`src/rtl/blink_led_pkg.sv`:
```
`default_nettype none
// +------------------------------------------------------------------+
// | blink_led_pkg : shared clock constants and helpers for blink_led |
// | Revision      : 1.0                                              |
// +------------------------------------------------------------------+
package blink_led_pkg;

  localparam int CLK_HZ              = 25_000_000;
  localparam int DEFAULT_HALF_SECOND = CLK_HZ / 2;
  localparam int LED_COUNT_W         = 3;

  typedef logic [LED_COUNT_W-1:0] led_count_t;

  // A period of 1 still needs a 1-bit counter so the compare stays legal.
  function automatic int cnt_width(input int period);
    return (period > 1) ? $clog2(period) : 1;
  endfunction

endpackage
`default_nettype wire

```
`src/rtl/blink_led_tick.sv`:
```
`default_nettype none
// +------------------------------------------------------------------+
// | blink_led_tick : wrap counter, one-cycle tick every HALF_SECOND  |
// | Revision       : 1.0                                             |
// +------------------------------------------------------------------+
module blink_led_tick
  import blink_led_pkg::*;
#(
  parameter int HALF_SECOND = DEFAULT_HALF_SECOND
) (
  input  logic clk_i,
  input  logic rst_ni,
  output logic tick_o
);

  localparam int               CNT_W = cnt_width(HALF_SECOND);
  localparam logic [CNT_W-1:0] LAST  = CNT_W'(HALF_SECOND - 1);

  logic [CNT_W-1:0] cnt_q = '0;
  logic [CNT_W-1:0] cnt_d;

  // Tick is high during the last count, so the consumer acts on the wrapping edge.
  always_comb begin
    tick_o = (cnt_q == LAST);
    cnt_d  = tick_o ? '0 : cnt_q + CNT_W'(1);
  end

  always_ff @(posedge clk_i or negedge rst_ni) begin
    if (!rst_ni) begin
      cnt_q <= '0;
    end else begin
      cnt_q <= cnt_d;
    end
  end

endmodule
`default_nettype wire

```
`src/rtl/blink_led.sv`:
```
`default_nettype none
// +------------------------------------------------------------------+
// | blink_led : 1 Hz heartbeat on o_LED_1; BLINK_LED_COUNT_EN adds a |
// |             binary half-period count on o_LED_2..o_LED_4         |
// | Revision  : 1.0                                                  |
// +------------------------------------------------------------------+
module blink_led
  import blink_led_pkg::*;
#(
  parameter int HALF_SECOND = DEFAULT_HALF_SECOND
) (
  input  logic i_Clk,
  input  logic i_Rst_L,
  output logic o_LED_1,
  output logic o_LED_2,
  output logic o_LED_3,
  output logic o_LED_4
);

`ifdef BLINK_LED_COUNT_EN
  localparam int TOG_W = $bits(led_count_t);
`else
  localparam int TOG_W = 1;
`endif

  logic             tick;
  logic [TOG_W-1:0] tog_q = '0;
  logic [TOG_W-1:0] tog_d;

  blink_led_tick #(
    .HALF_SECOND(HALF_SECOND)
  ) u_tick (
    .clk_i (i_Clk),
    .rst_ni(i_Rst_L),
    .tick_o(tick)
  );

  always_comb begin
    tog_d = tick ? tog_q + TOG_W'(1) : tog_q;
  end

  always_ff @(posedge i_Clk or negedge i_Rst_L) begin
    if (!i_Rst_L) begin
      tog_q <= '0;
    end else begin
      tog_q <= tog_d;
    end
  end

  // Bit 0 of the half-period count is the blink itself.
  assign o_LED_1 = tog_q[0];

`ifdef BLINK_LED_COUNT_EN
  assign o_LED_2 = tog_q[0];
  assign o_LED_3 = tog_q[1];
  assign o_LED_4 = tog_q[2];
`else
  assign o_LED_2 = 1'b0;
  assign o_LED_3 = 1'b0;
  assign o_LED_4 = 1'b0;
`endif

endmodule
`default_nettype wire

```
`config.mk`:
```
export PLATFORM = sky130hd
export DESIGN_NAME = blink_led
export DESIGN_NICKNAME = d
export VERILOG_FILES = /design/src/rtl/blink_led_pkg.sv /design/src/rtl/blink_led_tick.sv /design/src/rtl/blink_led.sv
export SDC_FILE = /design/constraint.sdc
export NUM_CORES = 1
export LEC_CHECK = 0
export BUFFER_PORTS_ARGS = -buffer_cell sky130_fd_sc_hd__buf_2
export CAP_MARGIN = 20
export CORE_ASPECT_RATIO = 1.1
export CORE_MARGIN = 2
export CORE_UTILIZATION = 53
export DETAILED_ROUTE_END_ITERATION = 8
export HOLD_SLACK_MARGIN = 0.12
export PLACE_DENSITY = 0.7
export SKIP_CTS_REPAIR_TIMING = 1
export SLEW_MARGIN = 0
export SYNTH_ARGS = -nofsm -noshare
export SYNTH_HDL_FRONTEND = slang
export SYNTH_SLANG_ARGS = --single-unit
export TNS_END_PERCENT = 1
```
`constraint.sdc`:
```
create_clock -name i_Clk -period 1.6 [get_ports i_Clk]
set_clock_uncertainty 0.1 [all_clocks]
set_input_delay 0.48 -clock i_Clk [delete_from_list [all_inputs] [get_ports i_Clk]]
set_output_delay 0.48 -clock i_Clk [all_outputs]
set_load 0.02 [all_outputs]
```
# --- Word-level counts from Yosys, hierarchy flattened ---
# Cells that the tools add are included.
# W data, S select, Z words.
word_totals:
  mem_bits_rw: 0
  input_bits: 2
  output_inout_bits: 4
  mem_count: 0
  romBits: 0
  register_bits: 25
  latch_bits: 0
op_classes:
  multipliers: 0
  mux: 1
  addsub: 2
  eq_ne: 1
  div: 0
  order_cmp: 0
  bitwise_logic: 0
  reduce_logical: 0
  n_shift: 0
ops:
  columns: ["op", "n"]
  rows:
  - ["$add A24 B1 Y24 const B", 1]
  - ["$eq A24 B24 Y1 const B", 1]
  - ["$mux W24", 1]
  - ["$add A1 B1 Y1 const B", 1]

# --- Logic depth before layout (Yosys ltp) ---
logic_depth:
  depth_word: 2
  depth_mapped: 6
  depth_no_buf: 5

# --- By module ---
# Synthesis repeated with hierarchy kept, for this count alone.
hier_totals:
  hier_cells: 122
  area_unflattened_um2: 1237.4
modules_own_cells:
  columns: ["mod", "cells_each", "area_each_um2", "n_inst"]
  rows:
  - ["blink_led_tick", 116, 1177.4, 1]
  - ["blink_led", 6, 60.1, 1]

# --- Least setup slack after synthesis ---
# Ideal clock, no wire load.
synth_path:
  path_kind: "register -> register"
  startpoint: "register u_tick.cnt_q[0]"
  endpoint: "register u_tick.cnt_q[22]"
  setup_time_ns: 0.123
  synth_period_minus_slack_ns: 1.557
  required_time_ns: 1.377
  path_buffers: 1
  t_arrival_ns: 1.334
  slack_ns: 0.043
  path_stages_with_launch: 7
  path_cell_list: "dfrtp_1 -> ha_1 -> and4_1 -> buf_2 -> and3_1 -> nand4_1 -> xnor2_1"
synth_between:
  elab_chain_cells: 2
synth_rtl:
  columns: ["item", "line", "text"]
  rows:
  - ["start: declaration", "blink_led_tick.sv:19", "logic [CNT_W-1:0] cnt_q = '0;"]
  - ["start signal: assignment", "blink_led_tick.sv:32", "cnt_q <= cnt_d;"]
  - ["$add A24 B1 Y24 or $eq A24 B24 Y1 (tied branches)", "blink_led_tick.sv:25, blink_led_tick.sv:24", null]
  - ["$mux W24 *", "blink_led_tick.sv:25", "cnt_d = tick_o ? '0 : cnt_q + CNT_W'(1);"]
  - ["named net u_tick.cnt_d[22]", "blink_led_tick.sv:20", "logic [CNT_W-1:0] cnt_d;"]
# Mark *: on every way through the listed nets, which the timed path passes. The rest lies on a longest branch.
# A chain may end at the register's enable or synchronous reset.

# --- Worst setup path in the final report ---
layout_path:
  startpoint: "register u_tick.cnt_q[0]"
  endpoint: "register u_tick.cnt_q[11]"
# Same word-level chain as after synthesis.

==> run_results.csv <==
group,metric,value,unit
clocking,cts-root-buf,"clkbuf_4",
route,routed_wl,2620,um
yosys,synth_edf_count,0,
worst_setup_path,start_kind,"flop",
yosys,synth_cell_type_count,32,
yosys,synthSimpleGateAreaFrac,25.7,%
sta,finalCriticalPeriod,1.65,ns
grt,grt_pass1_vias,1009,
clocking,path_clk_slew,0.14,ns
die,start_util,56.6,%
die,dieArea,2810,um2
cells_and_area,syn2layout_area_growth,16.5,%
sta,rsz0062_at_grt,"true",
clocking,clk_latency,0.32,ns
yosys,synth_fa_ha_area_share,0.982,%
power_and_ir_drop,leakage,0.000716,uW
worst_setup_path,worstSetupPathType,"flop to flop",
route,ant_nets,0,
worst_setup_path,crit_required,1.72,ns
sta,min_period_over_period,103,%
yosys,netlist_area,1270,um2
power_and_ir_drop,total_power,939,uW
cells_and_area,layout-drive-gt1-share,25.0,%
grt,grt_overflow,0,
power_and_ir_drop,cellPowerDensity,633,nW/um2
cells_and_area,num_antenna_cells,0,
die,coreArea,2250,um2
power_and_ir_drop,vdd_drop_max,0.000585,V
route,via_per_inst,5.81,
outcome,status,"complete, but fails checks",
yosys,synthDominantCellAreaShare,49.1,%
die,io_pins,6,
yosys,synth_seq_area_share,49.1,%
sta,layout_setup_ws,-0.0509,ns
clocking,cts_buffers,3,
yosys,avgSynthCellArea,10.7,um2
route,drc,0,
place,gp_congestion,0.894,
run,maxCapViolCount,0,
sta,slew_violations,0,
grt,grt_use_total,21.0,%
yosys,synthArstFlopShare,100,%
yosys,ys_ff_latch,25,
route,firstDrtPassIters,4,
clocking,cts_buffer_depth,2,
yosys,synth-main-ff-cell,"dfrtp_1",
sta,fmax,606,MHz
yosys,synth_compound_area_share,4.72,%
die,die_w,50.7,um
route,drt_iter0_markers,14,
place,place.port_buffers,2,
grt,antenna_found_initial,0,
yosys,yosysTopAreaCell,"dfrtp_1",
worst_hold_path,hold_class,"flop to flop",
yosys,synth_mux_area_share,3.93,%
place,post-dp-hpwl,1780,um
outcome,violations,"setup timing",
worst_setup_path,end_kind,"flop",
sta,worst_slew_pin_slew,0.552,ns
yosys,yosysWarnings,0,
grt,grt_pass1_wl,4510,um
clocking,cts_tree,"done",
grt,grt_max_degree,26,
die,dieHeight,55.4,um
yosys,syn_inst,119,
worst_setup_path,worstPathArrival,1.77,ns
sta,slew_headroom,63.2,%
worst_setup_path,cp_max_fo,7,
yosys,yosys.area_share.xor_xnor,10.3,%
sta,timing_hold_violations_final,0,
die,num_rows,18,
yosys,yosys-top-cells-area,"dfrtp_1 (49%), xnor2_1 (7.6%), nand4_1 (5.4%)",
route,num_vias,987,
clocking,htree_levels,1,
cells_and_area,final_nets,144,
place,dp_slack,-0.0558,ns
yosys,synth_top_family_by_area,"simple AND/OR/NAND/NOR gates",
route,wl_per_cell,15.4,um
clocking,clock-sinks,25,
sta,finalSetupViolations,7,
[state kept, by name, summed over array words and instances, names as in the netlist]
name          flops
o_LED_1           1
u_tick.cnt_q     24
[cells by family (layout without fill, tap and decap cells)]
kind of cell	after synthesis	after routing
mux	5	5
buf+inv	10	29
xor+xnor	15	15
compound gates	10	10
other cells	1	3
fa+ha+maj	1	1
flops	25	25
simple gates	52	52
[metrics by stage]
step	area, um2	instances	setup TNS [ns]	util (%)	hold WS (ns)
floorplan	1280	121	0	-	0.0844
CTS	1430	166	-0.620	63.4	0.0289
global placement	1400	162	-0.0282	62.2	0.355
detailed placement	1400	162	-0.272	62.2	0.354
finish	1480	170	-0.295	65.9	0.381
global route	1480	170	-0.998	65.9	0.426
[cell usage in the layout, fill, tap and decap left out, drive strengths merged, types with 3 or more instances in the layout]
cell    count
nor2        7
xor2        4
conb        3
and3        8
buf        22
nand3       5
nand4      12
o21ai       3
nand2       6
xnor2      11
mux2i       5
o22ai       3
and4        6
clkbuf      3
dfrtp      25
[per-layer routing]
metal	part of all wire (%)	wire, um	vias to the layer above	global-route usage, %
met5	0	0	-	0
met4	3.0	78	0	12.4
met3	2.9	76	8	2.97
met2	50	1300	22	33.3
met1	45	1170	488	27.0
li1	-	-	469	-
[worst paths after layout]
| path | from | endpoint | slack, ns | depth (start not counted) |
|---|---|---|---|---|
| min in group asynchronous | i_Rst_L | u_tick.cnt_q[1] | 0.56 | 2 |
| worst max register to register | u_tick.cnt_q[0] | u_tick.cnt_q[11] | -0.05 | 6 |
| worst min register to register | o_LED_1 | o_LED_1 | 0.38 | 1 |
| max in group asynchronous | i_Rst_L | u_tick.cnt_q[16] | 0.48 | 2 |
| worst min-delay path | o_LED_1 | o_LED_1 | 0.38 | 1 |
| worst max-delay path | u_tick.cnt_q[0] | u_tick.cnt_q[11] | -0.05 | 6 |
[synthesized netlist by cell type, drive strengths merged, types with 3 or more instances]
library cell,count
xor2,4
and4,6
nor2,7
o22ai,3
buf,6
dfrtp,25
nand2,6
and3,8
mux2i,5
nand4,12
o21ai,3
xnor2,11
nand3,5
[layout make-up]
class | instances | area [um2]
Fill cell | 200 | 768
Sequential cell | 25 | 626
Multi-Input combinational cell | 86 | 603
Timing Repair Buffer | 23 | 183
Tap cell | 30 | 37.5
Clock buffer | 3 | 22.5
Inverter | 2 | 7.51
Clock inverter | 1 | 5.00
[where the power goes]
group	switching, uW	internal (uW)	leakage [uW]	total, uW
sequential	0	632	0.000335	632
combinational	18.1	2.46	0.000363	20.6
clock	193	93.7	0.0000177	286
[critical path, cell delays in order, from the launching register on]
cell and delay, ns:
dfrtp_1 0.40, ha_2 0.19, and4_4 0.26, nand4_4 0.16
nor2_4 0.24, buf_12 0.15, nor2_1 0.04
Note: power is estimated with default switching activity, not from simulation.
